`src/rtl/lc3b_types.sv`:
```
// Shared types for the LC-3b out-of-order core.
//
// Contents:
//   LC3B_NUM_REGS / LC3B_DATA_W / LC3B_ROB_ID_W : default machine geometry
//   LC3B_IDX_W     : register index width, one bit wider than needed so the
//                    PC can be named by index
//   PC_IDX         : PC sentinel index, first index past the architectural file
//   rename_entry_t : per-register rename state (committed value, busy, tag)
package lc3b_types;

    localparam int LC3B_NUM_REGS = 8;
    localparam int LC3B_DATA_W   = 16;
    localparam int LC3B_ROB_ID_W = 4;
    localparam int LC3B_IDX_W    = $clog2(LC3B_NUM_REGS) + 1;

    // Any index >= PC_IDX does not name an architectural register.
    localparam logic [LC3B_IDX_W-1:0] PC_IDX = LC3B_IDX_W'(LC3B_NUM_REGS);

    // tag_valid is the busy bit; the tag field carries no sentinel encoding.
    typedef struct packed {
        logic [LC3B_DATA_W-1:0]   value;
        logic                     tag_valid;
        logic [LC3B_ROB_ID_W-1:0] tag;
    } rename_entry_t;

endpackage

```
`src/rtl/rename_read_port.sv`:
```
// One combinational read port of the rename register file.
//
// Ports:
//   idx          : register index to read (indices >= NUM_REGS read as zero)
//   regs         : current rename state of every architectural register
//   commit_valid / commit_dest / commit_rob / commit_value : retire write in
//                  flight this cycle, used for the same-cycle bypass
//   value / busy / tag : read result
module rename_read_port
    import lc3b_types::*;
#(
    parameter int NUM_REGS = LC3B_NUM_REGS,
    parameter int DATA_W   = LC3B_DATA_W,
    parameter int ROB_ID_W = LC3B_ROB_ID_W,
    parameter int IDX_W    = $clog2(NUM_REGS) + 1
)(
    input  logic [IDX_W-1:0]    idx,
    input  rename_entry_t       regs [NUM_REGS],
    input  logic                commit_valid,
    input  logic [IDX_W-1:0]    commit_dest,
    input  logic [ROB_ID_W-1:0] commit_rob,
    input  logic [DATA_W-1:0]   commit_value,
    output logic [DATA_W-1:0]   value,
    output logic                busy,
    output logic [ROB_ID_W-1:0] tag
);

    rename_entry_t sel;
    logic          hit;
    logic          bypass;

    always_comb begin
        sel    = '0;
        hit    = 1'b0;
        bypass = 1'b0;
        value  = '0;
        busy   = 1'b0;
        tag    = '0;

        // Explicit compare mux so that out-of-range indices (including the
        // PC sentinel) never address the array.
        for (int i = 0; i < NUM_REGS; i++) begin
            if (idx == IDX_W'(i)) begin
                sel = regs[i];
                hit = 1'b1;
            end
        end

        if (hit) begin
            // A retiring producer whose tag is still the one recorded here
            // hands its value straight to the reader and the register reads
            // as no longer busy.
            bypass = commit_valid && (commit_dest == idx) && (sel.tag == commit_rob);
            value  = bypass ? commit_value : sel.value;
            busy   = sel.tag_valid && !bypass;
            tag    = sel.tag;
        end
    end

endmodule

```
`src/rtl/rename_regfile.sv`:
```
// Rename-aware architectural register file with one branch checkpoint.
//
// Ports:
//   clk, rst                 : clock (rising edge), async active-high reset
//   commit_*                 : retire write of a value, clears busy on tag match
//   disp_*                   : dispatch rename, marks destination busy with a tag
//   flush                    : drop all speculative tags and the checkpoint
//   ckpt_save / ckpt_restore : capture / reinstate the busy+tag map
//   ckpt_valid               : a checkpoint is held
//   rd_idx / rd_value / rd_busy / rd_tag : NUM_RD combinational read ports
module rename_regfile
    import lc3b_types::*;
#(
    parameter int NUM_REGS  = LC3B_NUM_REGS,
    parameter int DATA_W    = LC3B_DATA_W,
    parameter int ROB_ID_W  = LC3B_ROB_ID_W,
    parameter int NUM_RD    = 2,
    localparam int IDX_W    = $clog2(NUM_REGS) + 1
)(
    input  logic                clk,
    input  logic                rst,
    input  logic                commit_valid,
    input  logic [IDX_W-1:0]    commit_dest,
    input  logic [ROB_ID_W-1:0] commit_rob,
    input  logic [DATA_W-1:0]   commit_value,
    input  logic                disp_valid,
    input  logic [IDX_W-1:0]    disp_dest,
    input  logic [ROB_ID_W-1:0] disp_rob,
    input  logic                flush,
    input  logic                ckpt_save,
    input  logic                ckpt_restore,
    output logic                ckpt_valid,
    input  logic [IDX_W-1:0]    rd_idx   [NUM_RD],
    output logic [DATA_W-1:0]   rd_value [NUM_RD],
    output logic                rd_busy  [NUM_RD],
    output logic [ROB_ID_W-1:0] rd_tag   [NUM_RD]
);

    // Live state and the checkpointed busy/tag map (values are never saved).
    rename_entry_t       regs      [NUM_REGS];
    logic [NUM_REGS-1:0] ckpt_tv;
    logic [ROB_ID_W-1:0] ckpt_tag  [NUM_REGS];

    rename_entry_t       regs_nxt     [NUM_REGS];
    logic [NUM_REGS-1:0] ckpt_tv_nxt;
    logic [ROB_ID_W-1:0] ckpt_tag_nxt [NUM_REGS];
    logic                ckpt_valid_nxt;

    logic commit_ok;
    logic disp_ok;
    logic restore_act;
    logic bypass_en;

    always_comb begin
        commit_ok   = commit_valid && (commit_dest < IDX_W'(NUM_REGS));
        disp_ok     = disp_valid && (disp_dest < IDX_W'(NUM_REGS));
        restore_act = ckpt_restore && ckpt_valid;

        // Priority: flush, then restore, then save.
        ckpt_valid_nxt = ckpt_valid;
        if (flush) begin
            ckpt_valid_nxt = 1'b0;
        end else if (restore_act) begin
            ckpt_valid_nxt = 1'b0;
        end else if (ckpt_save) begin
            ckpt_valid_nxt = 1'b1;
        end

        for (int i = 0; i < NUM_REGS; i++) begin : g_next
            automatic rename_entry_t       live   = regs[i];
            automatic logic                ck_tv  = ckpt_tv[i];
            automatic logic [ROB_ID_W-1:0] ck_tag = ckpt_tag[i];
            automatic logic                commit_hit = commit_ok && (commit_dest == IDX_W'(i));
            automatic logic                disp_hit   = disp_ok && (disp_dest == IDX_W'(i));

            // The retire write always lands; busy clears only if this
            // register still waits on the retiring ROB entry.
            if (commit_hit) begin
                live.value = commit_value;
                if (regs[i].tag == commit_rob) begin
                    live.tag_valid = 1'b0;
                end
            end

            // Keep the checkpoint consistent with retirements so a restore
            // does not resurrect a busy bit whose producer already retired.
            if (commit_hit && ckpt_valid && (ckpt_tag[i] == commit_rob)) begin
                ck_tv = 1'b0;
            end

            if (flush) begin
                live.tag_valid = 1'b0;
            end else if (restore_act) begin
                live.tag_valid = ck_tv;
                live.tag       = ck_tag;
            end else begin
                if (disp_hit) begin
                    live.tag_valid = 1'b1;
                    live.tag       = disp_rob;
                end
                // Snapshot is taken after this cycle's commit and dispatch.
                if (ckpt_save) begin
                    ck_tv  = live.tag_valid;
                    ck_tag = live.tag;
                end
            end

            regs_nxt[i]     = live;
            ckpt_tv_nxt[i]  = ck_tv;
            ckpt_tag_nxt[i] = ck_tag;
        end
    end

    always_ff @(posedge clk or posedge rst) begin
        if (rst) begin
            for (int i = 0; i < NUM_REGS; i++) begin
                regs[i]     <= '0;
                ckpt_tag[i] <= '0;
            end
            ckpt_tv    <= '0;
            ckpt_valid <= 1'b0;
        end else begin
            for (int i = 0; i < NUM_REGS; i++) begin
                regs[i]     <= regs_nxt[i];
                ckpt_tag[i] <= ckpt_tag_nxt[i];
            end
            ckpt_tv    <= ckpt_tv_nxt;
            ckpt_valid <= ckpt_valid_nxt;
        end
    end

    // State is already zero under reset, but the bypass would still forward
    // commit_value (all tags are 0 and may match); gate it so reads are zero.
    assign bypass_en = commit_valid && !rst;

    for (genvar g = 0; g < NUM_RD; g++) begin : g_rd
        rename_read_port #(
            .NUM_REGS (NUM_REGS),
            .DATA_W   (DATA_W),
            .ROB_ID_W (ROB_ID_W),
            .IDX_W    (IDX_W)
        ) u_rd (
            .idx          (rd_idx[g]),
            .regs         (regs),
            .commit_valid (bypass_en),
            .commit_dest  (commit_dest),
            .commit_rob   (commit_rob),
            .commit_value (commit_value),
            .value        (rd_value[g]),
            .busy         (rd_busy[g]),
            .tag          (rd_tag[g])
        );
    end

endmodule

```
`config.mk`:
```
export PLATFORM = sky130hd
export DESIGN_NAME = rename_regfile
export DESIGN_NICKNAME = d
export VERILOG_FILES = /design/src/rtl/lc3b_types.sv /design/src/rtl/rename_read_port.sv /design/src/rtl/rename_regfile.sv
export SDC_FILE = /design/constraint.sdc
export NUM_CORES = 1
export LEC_CHECK = 0
export BUFFER_PORTS_ARGS = -buffer_cell sky130_fd_sc_hd__buf_2
export CELL_PAD_IN_SITES_DETAIL_PLACEMENT = 2
export CELL_PAD_IN_SITES_GLOBAL_PLACEMENT = 2
export CORE_UTILIZATION = 36
export DETAILED_ROUTE_END_ITERATION = 7
export PLACE_DENSITY = 0.76
export SLEW_MARGIN = 20
export SYNTH_ARGS = -nofsm -noshare
export SYNTH_HDL_FRONTEND = slang
export SYNTH_SLANG_ARGS = --single-unit
```
`constraint.sdc`:
```
create_clock -name clk -period 7.62 [get_ports clk]
set_clock_uncertainty 0.2 [all_clocks]
set_input_delay 0.762 -clock clk [delete_from_list [all_inputs] [get_ports clk]]
set_output_delay 0.762 -clock clk [all_outputs]
set_load 0.02 [all_outputs]
```
==> flow_summary.yaml, run 1 <==
run_status:
  outcome: "complete, but fails checks"
  violations: "DRC"
synthesis:
  syn_nets: 1330
  synth-edff-count: 0
  synthCells: 1283
  yosysSeqAreaShare_pct: 39.8
  ys_warn_count: 0
  async_flop_share_pct: 100
  syn-mean-instance-area_um2: 10.3
  synth_seq_cells: 209
  synth_area_leader_cell: "dfrtp_1"
  synth_top_area_share_pct: 39.8
  synth_cell_types: 60
  synth_ff_type: "dfrtp_1"
  netlist_area_um2: 13200
  synthTopCellsByArea: "dfrtp_1, mux2_2, mux4_2"
power:
  swShare_pct: 33.8
  internal_power_mw: 2.57
  sequentialPowerShare_pct: 43.6
  share_comb_of_total_power_pct: 24.9
  p_leak_nw: 6.15
  power_frac_clock_pct: 31.5
  cellPowerDensity_nw_per_um2: 264
  p_sw_mw: 1.31
  max-vdd-ir-drop_uv: 186
die:
  dieArea_um2: 37300
  die_h_um: 193
  initial_core_util_pct: 36.8
  die_x_um: 193
  coreArea_um2: 35700
  ios: 90
  rows: 69
routing:
  viasPerCell: 6.15
  postRouteAntennaNets: 0
  routed_wl_mm: 48.1
  avgRoutedWirePerCell_um: 27.1
  num_vias: 10900
  drc: 6
  drt_iter0_drc: 660
  drtPass1Iterations: 8
global_routing:
  grt_pass1_wl_mm: 74.0
  grt_pass1_vias: 12100
  overflow: 0
  grtUsageTotal_pct: 26.2
  antenna_found_initial: 1
  grt_max_degree: 182
clocking:
  clk_path_buf_depth: 3
  post-cts-setup-buffers: 0
  htree_levels: 1
  cts_num_sinks: 209
  cts_buffers: 26
  clk_latency_ns: 0.54
  clockRootBuffer: "clkbuf_16"
  holdBufCountCts: 0
  clk_pin_slew_worst_paths_ns: 0.06
  cts_tree: "done"
  ctsResizeCount: 0
sta:
  period_minus_slack_ns: 5.56
  tns_ns: 0
  hold_viol: 0
  fmax_mhz: 180
  finalSetupViolations: 0
  grt_setup_unrepaired: "no"
  tightest_slew_ns: 1.06
  finalMaxSlewViolations: 0
  max_slew_margin_pct: 29.5
  post-route-period-util_pct: 72.9
  setup_ws_ns: 2.06
cells_and_area:
  insertedDiodeCount: 0
  instances_no_fill: 1775
  areaGrowthSynthToFinish_pct: 11.6
  mostFrequentLayoutCell: "dfrtp_1"
  drive_above_1_share_pct: 27.8
  final_cell_mix: "dfrtp_1, mux2_2, nor2_1"
  num-nets-final: 1345
  final_cell_area_um2: 14700
critical_path:
  cp-startpoint: "rd_idx[3]"
  reg2regPathDepth: 5
  reg2reg_from: "ckpt_valid"
  crit_type: "input pin to primary output"
  path_max_fanout: 32
  r2r_end: "regs[0]"
  start_kind: "input pin"
  cp-endpoint: "rd_value[12]"
  arrival_ns: 4.59
  end_kind: "primary output"
  reg2reg_setup_slack_ns: 5.24
  crit_required_ns: 6.66
run:
  max-cap-violations: 0
placed_design:
  place_ws_ns: 1.89
  place_inst: 1730
  portBuffers: 89
  place_area_um2: 13800
  dp_hpwl_mm: 31.3
  gp_congestion: 0.874
hold_path:
  hp-class: "input pin to async pin"
power by group through the flow:
| stage | Combinational (mW) | Sequential, mW | Clock, mW |
|---|---|---|---|
| floorplan | 0.738 | 1.56 | 0 |
| global placement | 0.908 | 1.68 | 0 |
| detailed placement | 0.958 | 1.70 | 0 |
| CTS | 0.970 | 1.68 | 1.25 |
| global route | 1.06 | 1.72 | 1.28 |
| finish | 0.966 | 1.69 | 1.22 |
state kept, by name, indices dropped and copies added (netlist names):
name / count
ckpt_valid: 1
regs: 168
ckpt_tag: 32
ckpt_tv: 8
synth_stat cells, drive strengths merged (10+ instances only):
cell type	n
nor2	99
a211oi	11
mux2i	71
xnor2	25
a22oi	40
xor2	51
dfrtp	209
o22ai	12
nand2	71
mux2	161
a31oi	16
mux4	32
nor3	27
inv	20
clkbuf	72
nand3	12
o21ai	53
nor2b	27
a221oi	18
a21oi	78
nor4	10
buf	52
metal layers:
| layer | vias up | global-route usage (%) | part of all wire, % |
|---|---|---|---|
| li1 | 4719 | - | - |
| met1 | 5866 | 34.4 | 45 |
| met2 | 257 | 45.2 | 49 |
| met3 | 76 | 2.75 | 3.4 |
| met4 | 0 | 8.17 | 2.8 |
| met5 | - | 0 | 0 |
logic make-up after synthesis:
| family | count (synthesis) | share of synthesized area (%) |
|---|---|---|
| DFF | 209 | 39.8 |
| muxes | 264 | 24.7 |
| AOI/OAI and AO/OA | 290 | 14.7 |
| xor gates and xnor gates | 76 | 5.06 |
| and+or+nand+nor | 298 | 11.0 |
| buffers and inverters | 146 | 4.85 |
per-stage QoR:
| step | hold WS [ns] | total power, mW | utilization (%) |
|---|---|---|---|
| 6_report | 0.156 | 3.87 | 41.1 |
| 5_1_grt | 0.176 | 4.06 | 41.1 |
| 4_1_cts | 0.154 | 3.90 | 41.0 |
| 3_5_place_dp | 0.314 | 2.66 | 38.7 |
| 3_3_place_gp | 0.301 | 2.59 | 38.7 |
| 2_1_floorplan | 0.289 | 2.30 | - |
worst min path at each step:
| stage | endpoint | slack, ns |
|---|---|---|
| detailed placement | regs[8] | 0.31 |
| global placement | regs[113] | 0.30 |
| global route | regs[65] | 0.18 |
| floorplan | regs[157] | 0.29 |
| finish | regs[65] | 0.16 |
| CTS | regs[65] | 0.15 |
critical path, stage by stage:
cell and delay, ns:
buf_2 0.64, clkinv_1 0.81, a22o_1 0.44, nor4_1 0.26, nand4b_1 0.17, and3b_1 0.46
and2_4 0.47, mux2_2 0.38, buf_2 0.16
layout make-up:
class,count,area (um^2)
clock inverter,5,50.0
sequential,209,5230
clock buffer,39,771
inverter,22,86.3
multi-input combinational,928,7330
tap,461,577
timing repair buffer,111,643
fill,3800,21100
No activity file was read; power rests on OpenSTA's default activity.
==> run 2, diff against run 1 <==
--- a/config.mk
+++ b/config.mk
@@ -5,12 +5,13 @@
 export SDC_FILE = /design/constraint.sdc
 export NUM_CORES = 1
 export LEC_CHECK = 0
+export ABC_AREA = 1
 export BUFFER_PORTS_ARGS = -buffer_cell sky130_fd_sc_hd__buf_2
 export CELL_PAD_IN_SITES_DETAIL_PLACEMENT = 2
 export CELL_PAD_IN_SITES_GLOBAL_PLACEMENT = 2
 export CORE_UTILIZATION = 36
 export DETAILED_ROUTE_END_ITERATION = 7
-export PLACE_DENSITY = 0.76
+export PLACE_DENSITY = 0.81
 export SLEW_MARGIN = 20
 export SYNTH_ARGS = -nofsm -noshare
 export SYNTH_HDL_FRONTEND = slang
==> constraint.sdc (replaced) <==
create_clock -name clk -period 5.2 [get_ports clk]
set_clock_uncertainty 0.2 [all_clocks]
set_input_delay 0.52 -clock clk [delete_from_list [all_inputs] [get_ports clk]]
set_output_delay 0.52 -clock clk [all_outputs]
set_load 0.02 [all_outputs]
==> flow_summary.yaml, run 2 <==
synthesis:
  synth_top_area_share_pct: 41.7
  synth-edff-count: 0
  synth_area_leader_cell: "dfrtp_1"
  syn_nets: 1756
  async_flop_share_pct: 100
  synth_cell_types: 42
  netlist_area_um2: 12600
  yosysMostFrequentCell: "nand2_1"
  yosysSeqAreaShare_pct: 41.7
  synth_ff_type: "dfrtp_1"
  synth_commonest_cells: "nand2_1, dfrtp_1, o21ai_0, inv_1, nor2_1"
  syn-mean-instance-area_um2: 7.35
  synthCells: 1709
  ys_warn_count: 0
  synth_seq_cells: 209
  synthTopCellsByArea: "dfrtp_1, nand2_1, o21ai_0"
die:
  initial_core_util_pct: 36.4
  rows: 68
  die_h_um: 189
  die_x_um: 189
  coreArea_um2: 34500
  ios: 90
  dieArea_um2: 35600
clocking:
  clockRootBuffer: "clkbuf_16"
  cts_buffers: 28
  post-cts-setup-buffers: 0
  cts_tree: "done"
  clk_latency_ns: 0.57
  cts_num_sinks: 209
  clk_pin_slew_worst_paths_ns: 0.06
  clk_path_buf_depth: 3
  htree_levels: 1
  ctsResizeCount: 0
sta:
  hold_viol: 0
  tns_ns: 0
  period_minus_slack_ns: 4.42
  max_slew_margin_pct: 32.0
  grt_setup_unrepaired: "no"
  finalSetupViolations: 0
  finalMaxSlewViolations: 0
  fmax_mhz: 226
  post-route-period-util_pct: 85.0
  tightest_slew_ns: 1.02
routing:
  avgRoutedWirePerCell_um: 23.6
  num_vias: 12800
  drtPass1Iterations: 8
  drc: 2
  routed_wl_mm: 52.8
  postRouteAntennaNets: 0
  viasPerCell: 5.72
  drt_iter0_drc: 588
cells_and_area:
  drive_above_1_share_pct: 12.5
  areaGrowthSynthToFinish_pct: 14.4
  final_cell_area_um2: 14400
  final_cell_mix: "nand2_1, dfrtp_1, o21ai_0"
  largest_register_ffs: 168
  largest_register: "regs"
  num-nets-final: 1809
  top_regs: "regs (168), ckpt_tag (32), ckpt_tv (8)"
  mostFrequentLayoutCell: "nand2_1"
global_routing:
  grtUsageTotal_pct: 30.0
  grt_max_degree: 138
  overflow: 0
  antenna_found_initial: 0
  grt_pass1_wl_mm: 82.5
  grt_pass1_vias: 14200
placed_design:
  portBuffers: 89
  dp_hpwl_mm: 38.2
  place_area_um2: 13400
  gp_congestion: 0.864
hold_path:
  hp-class: "input pin to register"
  hold_path_startpoint: "ckpt_save"
run_status:
  outcome: "complete, but fails checks"
  violations: "DRC"
critical_path:
  end_kind: "primary output"
  arrival_ns: 3.70
  cp-startpoint: "rd_idx[2]"
  crit_type: "input pin to primary output"
  crit_required_ns: 4.48
  path_max_fanout: 19
  reg2reg_from: "ckpt_valid"
  start_kind: "input pin"
power:
  max-vdd-ir-drop_uv: 243
  p_leak_nw: 6.57
  cellPowerDensity_nw_per_um2: 376
run:
  max-cap-violations: 0
==> run 2: repair_timing <==
action,in CTS,in global routing
hold buffers,1,0
setup endpoints to repair,0,0
endpoints found under the hold margin,28,0
==> run 2: final timing paths <==
kind / cells after the start / slack (ns) / end
setup / recovery: 14 / 0.78 / rd_value[6]
hold / removal: 3 / 0.03 / ckpt_valid
setup reg to reg: 8 / 1.42 / ckpt_tv[3]
hold reg to reg: 2 / 0.32 / regs[116]
max in group asynchronous: 4 / 3.00 / regs[76]
min in group asynchronous: 3 / 0.44 / regs[126]
==> run 2: power breakdown <==
| group | leakage, nW | switching (mW) | total (mW) | internal (mW) |
|---|---|---|---|---|
| Sequential | 2.54 | 0.313 | 2.28 | 1.97 |
| Clock | 0.459 | 0.778 | 1.97 | 1.19 |
| Combinational | 3.57 | 0.778 | 1.16 | 0.378 |
| Total | 6.57 | 1.87 | 5.41 | 3.54 |
==> run 2: metal layers <==
metal / vias up / global-route usage, % / share of wire [%]
met4: 0 / 13.4 / 4.8
met2: 253 / 55.3 / 52
li1: 5803 / - / -
met1: 6608 / 34.7 / 40
met5: - / 0 / 0
met3: 132 / 3.30 / 2.7
==> run 2: metrics by stage <==
stage               util (%)  power [mW]  setup slack, ns  hold slack (ns)  instances
floorplan                  -        2.97             1.77            0.264       1709
global placement        38.9        3.35             1.02            0.279       2186
detailed placement      38.9        3.44            0.838            0.295       2186
CTS                     41.7        5.44            0.813           0.0114       2238
global route            41.7        5.67            0.468           0.0475       2238
finish                  41.7        5.41            0.779           0.0295       2239
==> run 2: area by class of cell <==
type                            count  area (um^2)
Antenna cell                        1         2.50
Clock buffer                       44          872
Clock inverter                      7         68.8
Fill cell                        4105        20100
Inverter                          201          762
Multi-Input combinational cell   1209         6220
Sequential cell                   209         5230
Tap cell                          455          569
Timing Repair Buffer              113          641
==> run 2: kinds of logic after synthesis <==
logic type             after synthesis  synth area share [%]
AND/OR/NAND/NOR                    739                  25.3
AO/OA/AOI/OAI                      397                  18.5
buffers and inverters              291                  9.19
flip-flops                         209                  41.7
XOR/XNOR                            54                  3.77
multiplexers                        19                  1.51
==> run 2: critical path, cell delays in order <==
cell and delay [ns]:
buf_2 0.13, nor2_2 0.49, nand3_1 0.51, inv_2 0.38, nand2_1 0.09, nand4_1 0.12
nand2_1 0.09, nand3_1 0.10, nand3_1 0.13, nor2_4 0.36, and2_1 0.44, nor2_2 0.06
nor2_2 0.08, buf_2 0.16
